## src/rtl/binary16_accum.sv

```systemverilog
// binary16_accum: streaming accumulator for binary16 products.
// Products are queued in a small FIFO and folded into a running sum by an
// iterative align/add/normalize FSM. One sum is emitted per last_in-terminated group.
// Number format: exponent 0 is zero (no subnormals), exponent 31 is infinity, no NaN.
// Optional macro BINARY16_ACCUM_ROUND_EN: round-to-nearest-even at normalize exit
// (otherwise the guard/round/sticky bits are truncated). Latency is the same either way.
//
// state | meaning
// IDLE  | wait for a FIFO entry, pop it into the operand register
// ALIGN | order accumulator/operand by magnitude, right-align the smaller mantissa
// ADD   | add or subtract the aligned mantissas
// NORM  | normalize (1 left shift per cycle), write accumulator, emit on last
module binary16_accum #(
   parameter int FIFO_DEPTH = 4
) (
   input  logic        clk_in,
   input  logic        rst_n,
   input  logic [15:0] data_in,
   input  logic        data_valid_in,
   input  logic        last_in,
   output logic [15:0] result,
   output logic        data_valid_out,
   output logic        overflow,
   output logic        busy
);

   localparam int AW = $clog2(FIFO_DEPTH);
   localparam logic [AW:0] PTR_ONE = 1;

   typedef enum logic [1:0] {IDLE, ALIGN, ADD, NORM} state_t;

   state_t      state_q, state_d;

   logic [16:0] fifo_mem_q [FIFO_DEPTH];
   logic [AW:0] wr_ptr_q, rd_ptr_q;
   logic        fifo_empty, fifo_full, fifo_push, fifo_pop;
   logic [16:0] fifo_rdata;
   logic        overflow_q;

   logic [15:0] op_q;
   logic        op_last_q;
   logic [15:0] acc_q;
   logic [15:0] result_q;
   logic        valid_out_q;

   logic [14:0] a_q, b_q, sum_q;
   logic [4:0]  exp_q;
   logic        sign_q, sub_q, inf_q;

   logic        acc_is_big, acc_inf, op_inf;
   logic [15:0] big_w, small_w;
   logic [10:0] big_man, small_man;
   logic [4:0]  exp_diff;
   logic [3:0]  shamt;
   logic [24:0] small_wide;
   logic [14:0] sum_w;

   logic        norm_exit, norm_shift, rnd_up;
   logic [15:0] norm_val;
   logic [10:0] fin_man;
   logic [5:0]  fin_exp, rnd_exp;
   logic [11:0] rnd_man;

   // FIFO status; a full FIFO still accepts a push when it is popped in the same cycle
   assign fifo_empty = (wr_ptr_q == rd_ptr_q);
   assign fifo_full  = (wr_ptr_q[AW] != rd_ptr_q[AW]) &&
                       (wr_ptr_q[AW-1:0] == rd_ptr_q[AW-1:0]);
   assign fifo_pop   = (state_q == IDLE) && !fifo_empty;
   assign fifo_push  = data_valid_in && (!fifo_full || fifo_pop);
   assign fifo_rdata = fifo_mem_q[rd_ptr_q[AW-1:0]];

   // FIFO storage, {last, data}; contents are don't-care while the pointers say empty
   always_ff @(posedge clk_in) begin
      if (fifo_push) fifo_mem_q[wr_ptr_q[AW-1:0]] <= {last_in, data_in};
   end

   // FIFO pointers and sticky drop flag
   always_ff @(posedge clk_in or negedge rst_n) begin
      if (!rst_n) begin
         wr_ptr_q   <= '0;
         rd_ptr_q   <= '0;
         overflow_q <= 1'b0;
      end else begin
         if (fifo_push) wr_ptr_q <= wr_ptr_q + PTR_ONE;
         if (fifo_pop)  rd_ptr_q <= rd_ptr_q + PTR_ONE;
         if (data_valid_in && fifo_full && !fifo_pop) overflow_q <= 1'b1;
      end
   end

   // Operand ordering and alignment of the smaller mantissa into {man, g, r, s}
   always_comb begin
      acc_inf    = (acc_q[14:10] == 5'h1F);
      op_inf     = (op_q[14:10] == 5'h1F);
      acc_is_big = (acc_q[14:0] >= op_q[14:0]);
      big_w      = acc_is_big ? acc_q : op_q;
      small_w    = acc_is_big ? op_q : acc_q;
      big_man    = (big_w[14:10] != 5'd0) ? {1'b1, big_w[9:0]} : 11'd0;
      small_man  = (small_w[14:10] != 5'd0) ? {1'b1, small_w[9:0]} : 11'd0;
      exp_diff   = big_w[14:10] - small_w[14:10];
      shamt      = (exp_diff > 5'd14) ? 4'd14 : exp_diff[3:0];
      small_wide = {small_man, 14'd0} >> shamt;
   end

   assign sum_w = sub_q ? (a_q - b_q) : (a_q + b_q);

`ifdef BINARY16_ACCUM_ROUND_EN
   logic [2:0] grs;
   logic       lsb;

   // Round-to-nearest-even decision on the bits below the kept mantissa
   always_comb begin
      if (sum_q[14]) begin
         grs = {sum_q[3], sum_q[2], |sum_q[1:0]};
         lsb = sum_q[4];
      end else begin
         grs = sum_q[2:0];
         lsb = sum_q[3];
      end
      rnd_up = grs[2] & (grs[1] | grs[0] | lsb);
   end
`else
   assign rnd_up = 1'b0;
`endif

   // Normalize step: carry fix-up and exit in one cycle, otherwise one left shift per cycle
   always_comb begin
      norm_exit  = 1'b0;
      norm_shift = 1'b0;
      norm_val   = 16'h0000;
      fin_man    = sum_q[13:3];
      fin_exp    = {1'b0, exp_q};
      rnd_man    = {1'b0, fin_man} + {11'd0, rnd_up};
      rnd_exp    = fin_exp + {5'd0, rnd_man[11]};
      if (inf_q) begin
         norm_exit = 1'b1;
         norm_val  = {sign_q, 5'h1F, 10'h000};
      end else if (sum_q == 15'd0) begin
         norm_exit = 1'b1;
      end else if (sum_q[14] || sum_q[13]) begin
         norm_exit = 1'b1;
         if (sum_q[14]) begin
            fin_man = sum_q[14:4];
            fin_exp = {1'b0, exp_q} + 6'd1;
         end
         rnd_man = {1'b0, fin_man} + {11'd0, rnd_up};
         rnd_exp = fin_exp + {5'd0, rnd_man[11]};
         if (rnd_exp >= 6'd31) norm_val = {sign_q, 5'h1F, 10'h000};
         else norm_val = {sign_q, rnd_exp[4:0], rnd_man[11] ? rnd_man[10:1] : rnd_man[9:0]};
      end else if (exp_q <= 5'd1) begin
         // another left shift would push the exponent below 1: flush to +0
         norm_exit = 1'b1;
      end else begin
         norm_shift = 1'b1;
      end
   end

   // FSM state register
   always_ff @(posedge clk_in or negedge rst_n) begin
      if (!rst_n) state_q <= IDLE;
      else        state_q <= state_d;
   end

   // FSM next-state
   always_comb begin
      state_d = state_q;
      case (state_q)
         IDLE:    if (!fifo_empty) state_d = ALIGN;
         ALIGN:   state_d = ADD;
         ADD:     state_d = NORM;
         NORM:    if (norm_exit) state_d = IDLE;
         default: state_d = IDLE;
      endcase
   end

   // Datapath registers stepped by the FSM
   always_ff @(posedge clk_in or negedge rst_n) begin
      if (!rst_n) begin
         op_q      <= 16'h0000;
         op_last_q <= 1'b0;
         a_q       <= '0;
         b_q       <= '0;
         sum_q     <= '0;
         exp_q     <= '0;
         sign_q    <= 1'b0;
         sub_q     <= 1'b0;
         inf_q     <= 1'b0;
      end else begin
         case (state_q)
            IDLE: begin
               if (fifo_pop) begin
                  op_q      <= fifo_rdata[15:0];
                  op_last_q <= fifo_rdata[16];
               end
            end
            ALIGN: begin
               a_q    <= {1'b0, big_man, 3'b000};
               b_q    <= {1'b0, small_wide[24:14], small_wide[13], small_wide[12],
                          |small_wide[11:0]};
               sub_q  <= big_w[15] ^ small_w[15];
               exp_q  <= big_w[14:10];
               inf_q  <= acc_inf | op_inf;
               // an infinite accumulator keeps its sign, covering inf + (-inf)
               sign_q <= acc_inf ? acc_q[15] : (op_inf ? op_q[15] : big_w[15]);
            end
            ADD: begin
               sum_q <= sum_w;
               if (sum_w == 15'd0 && !inf_q) sign_q <= 1'b0;
            end
            NORM: begin
               if (norm_shift) begin
                  sum_q <= sum_q << 1;
                  exp_q <= exp_q - 5'd1;
               end
            end
            default: ;
         endcase
      end
   end

   // Accumulator write-back and group emit
   always_ff @(posedge clk_in or negedge rst_n) begin
      if (!rst_n) begin
         acc_q       <= 16'h0000;
         result_q    <= 16'h0000;
         valid_out_q <= 1'b0;
      end else begin
         valid_out_q <= 1'b0;
         if (state_q == NORM && norm_exit) begin
            if (op_last_q) begin
               result_q    <= norm_val;
               valid_out_q <= 1'b1;
               acc_q       <= 16'h0000;
            end else begin
               acc_q <= norm_val;
            end
         end
      end
   end

   assign result         = result_q;
   assign data_valid_out = valid_out_q;
   assign overflow       = overflow_q;
   assign busy           = (state_q != IDLE) || !fifo_empty;

endmodule

```

## config.mk

```make
export PLATFORM = sky130hd
export DESIGN_NAME = binary16_accum
export DESIGN_NICKNAME = d
export VERILOG_FILES = /design/src/rtl/binary16_accum.sv
export SDC_FILE = /design/constraint.sdc
export NUM_CORES = 1
export LEC_CHECK = 0
export CAP_MARGIN = 15
export CELL_PAD_IN_SITES_DETAIL_PLACEMENT = 0
export CELL_PAD_IN_SITES_GLOBAL_PLACEMENT = 1
export CORE_ASPECT_RATIO = 1.25
export CORE_MARGIN = 4
export CORE_UTILIZATION = 30
export DETAILED_ROUTE_END_ITERATION = 7
export PLACE_DENSITY_LB_ADDON = 0.1
export SETUP_SLACK_MARGIN = 0.05
export SYNTH_ARGS = -nofsm -noshare
export SYNTH_HDL_FRONTEND = slang
export SYNTH_SLANG_ARGS = --single-unit
```

## constraint.sdc

```tcl
create_clock -name clk_in -period 11.95 [get_ports clk_in]
set_input_delay 2.39 -clock clk_in [delete_from_list [all_inputs] [get_ports clk_in]]
set_output_delay 2.39 -clock clk_in [all_outputs]
set_load 0.005 [all_outputs]
```

==> results.cfg <==
[status]
status = finished clean

[routing]
vias = 6985
drtAntennaViolNets = 0
drc = 0
viasPerCell = 5.073
dr.pass1.iters = 5
wl_um = 26650
wl_per_cell_um = 19.35
drtIter0Drc = 355

[timing]
fin_skew_ps = 13.03
max_freq_ghz = 0.1934
tns_ps = 0
hold_viol = 0
rsz0062_at_grt = no
fin_crit_sh = 0.4327
finalCriticalPeriod_ps = 5171
max_slew_margin = 0.3158
tightestPinTransition_ps = 1018
finalSetupViolations = 0
slew_violations = 0

[logic_synthesis]
synth_top_area_share = 0.2716
synth_fa_ha_area_frac = 0.06804
yosys_warnings = 0
synth_flop_cell = dfrtp_1
synth_seq_area_share = 0.4788
synth_largest_area_cell = dfrtp_1
synth_top_family_by_area = compound AO/OA/AOI/OAI gates
synth-simple-area-share = 0.1126
synth_compound_area_frac = 0.1646
synth_xor_area_frac = 0.02044
ys_ff_latch = 175
syn_avg_cell_area_um2 = 10.64
ys_async_sr_fraction = 0.6114
synth_area_um2 = 9857
synth.area.top_cells = dfrtp_1 27%, edfxtp_1 21%, ha_1 6.6%
synth_cells = 926
synth_nets = 999
synth_edf_count = 68
synthMuxAreaShare = 0.1120
post_synth_num_cell_types = 71

[setup_path]
cp_top_family = simple AND/OR/NAND/NOR gates
cp.buffers_inverters = 1
cpMaxStageDelayCell = nor2_1
end_kind = flop
max_stage_delay_ps = 700
critPathKind = flop to flop
worstSetupStartpointType = flop
critical_path.cell_chain = inv_1 -> ha_1 -> and2_1 -> a221o_1 -> a211oi_2 -> o21ai_4 -> nor2_1 -> a21oi_1 -> ha_1 -> nor2_1 -> o221ai_1 -> or2_2 -> a21boi_1 -> nor2_1 -> nor2_1 -> nand2_1 -> o2bb2ai_1 -> o21ai_1 -> a31oi_1
arrival_ps = 5530
cp.required_ps = 12310
critPathMaxFanout = 13
crit_top_cell = nor2_1

[global_routing]
gr-total-overflow = 0
grtUsageTotal = 0.1525
antenna_found_initial = 0
grt_pass1_wl_um = 42570
grt_max_degree = 76
grt_pass1_vias = 7289

[clock_network]
cts_setup_buffers = 0
hold_buffers = 0
cts_buffers = 17
ctsResizeCount = 0
clock_latency_ps = 440
clk_pin_slew_ps = 80
cts_tree = done
cts_max_level = 4
clock-sinks = 175
clk_path_buf_depth = 2
cts_root_buf = clkbuf_16

[floorplanning]
dieArea_um2 = 35840
coreArea_um2 = 32150
std_cell_rows = 73
chipWidth_um = 170.1
chipHeight_um = 210.7
io_pins = 39
start_util = 0.3066

[layout]
fin_nets = 1024
mostFrequentLayoutCell = dfrtp_1
drive_gt1_frac = 0.1224
final_cell_mix = 107 x dfrtp_1, 78 x nor2_1, 70 x inv_1, 68 x edfxtp_1, 64 x a21oi_1
n_fill_cell = 3292
syn2layout_area_growth_pct = 13.94

[placed_design]
port_buffers = 38
place_congestion = 0.8045
dpl.hpwl_um = 19940

[worst_hold_path]
hold_class = flop to flop

[run]
cap_violations = 0
==> logic make-up after synthesis <==
family | after synthesis
AOI/OAI and AO/OA | 241
and+or+nand+nor | 239
DFF | 175
buffers and inverters | 112
muxes | 83
adders and majority gates | 53
xor gates and xnor gates | 23
==> cell usage after synthesis (all sizes together) (11+ instances only) <==
cell type / number
a21oi: 65
ha: 52
xnor2: 16
mux2: 38
nor3: 25
a31oi: 13
nand2: 62
o21ai: 43
mux2i: 27
o22ai: 27
dfrtp: 107
edfxtp: 68
clkbuf: 29
nand2b: 12
nand3: 17
nor2: 80
mux4: 18
a22o: 25
buf: 11
inv: 71
==> registers in the layout (all words and copies together) (netlist names) <==
name / count
inf_q: 1
a_q: 11
wr_ptr_q: 3
op_last_q: 1
rd_ptr_q: 3
op_q: 16
acc_q: 16
b_q: 14
result: 16
sign_q: 1
overflow: 1
fifo_mem_q: 68
data_valid_out: 1
state_q: 2
sum_q: 15
sub_q: 1
exp_q: 5
==> layout make-up <==
type	count	area [um^2]	area share
flip-flops and latches	175	4720	0.4202
multi-input cells	639	4716	0.4199
well taps	412	515.5	0.04590
repair buffers	46	437.9	0.03899
clock buffers	18	429.2	0.03821
inverters	72	270.3	0.02406
clock inverters	14	140.1	0.01248
diodes	1	2.502	0.0002228
==> metrics by stage <==
step           hold slack [ps]    util  area (um^2)  setup WS, ps  cells
6_report                 457.7  0.3493        11230          6779   1377
5_1_grt                  495.4  0.3492        11230          6322   1376
4_1_cts                  463.7  0.3492        11230          6833   1376
3_5_place_dp             447.2  0.3315        10660          6852   1344
3_3_place_gp             441.2  0.3315        10660          6909   1344
2_1_floorplan            451.0       -         9857          6639    926
==> per-layer routing <==
metal | track usage | vias to the layer above | routed length (um)
li1 | - | 3448 | -
met1 | 0.1984 | 3421 | 12000
met2 | 0.2669 | 100 | 13690
met4 | 0.03912 | 0 | 367
met5 | 0 | - | 0
met3 | 0.02153 | 16 | 591
==> final timing paths <==
| kind | endpoint | slack, ps | startpoint | cells past startpoint |
|---|---|---|---|---|
| worst max-delay path | b_q[4]$_DFFE_PN0P_ | 6780 | op_q[10]$_DFFE_PN0P_ | 19 |
| worst min-delay path | overflow$_DFFE_PN0P_ | 460 | overflow$_DFFE_PN0P_ | 1 |
| worst max register to register | b_q[4]$_DFFE_PN0P_ | 6780 | op_q[10]$_DFFE_PN0P_ | 19 |
| worst min register to register | overflow$_DFFE_PN0P_ | 460 | overflow$_DFFE_PN0P_ | 1 |
| max in group asynchronous | b_q[8]$_DFFE_PN0P_ | 8720 | rst_n | 2 |
| min in group asynchronous | wr_ptr_q[0]$_DFFE_PN0P_ | 1890 | rst_n | 1 |
Power is not shown: default switching activity piles up to over one toggle a cycle in this logic, so the estimate is an artifact.
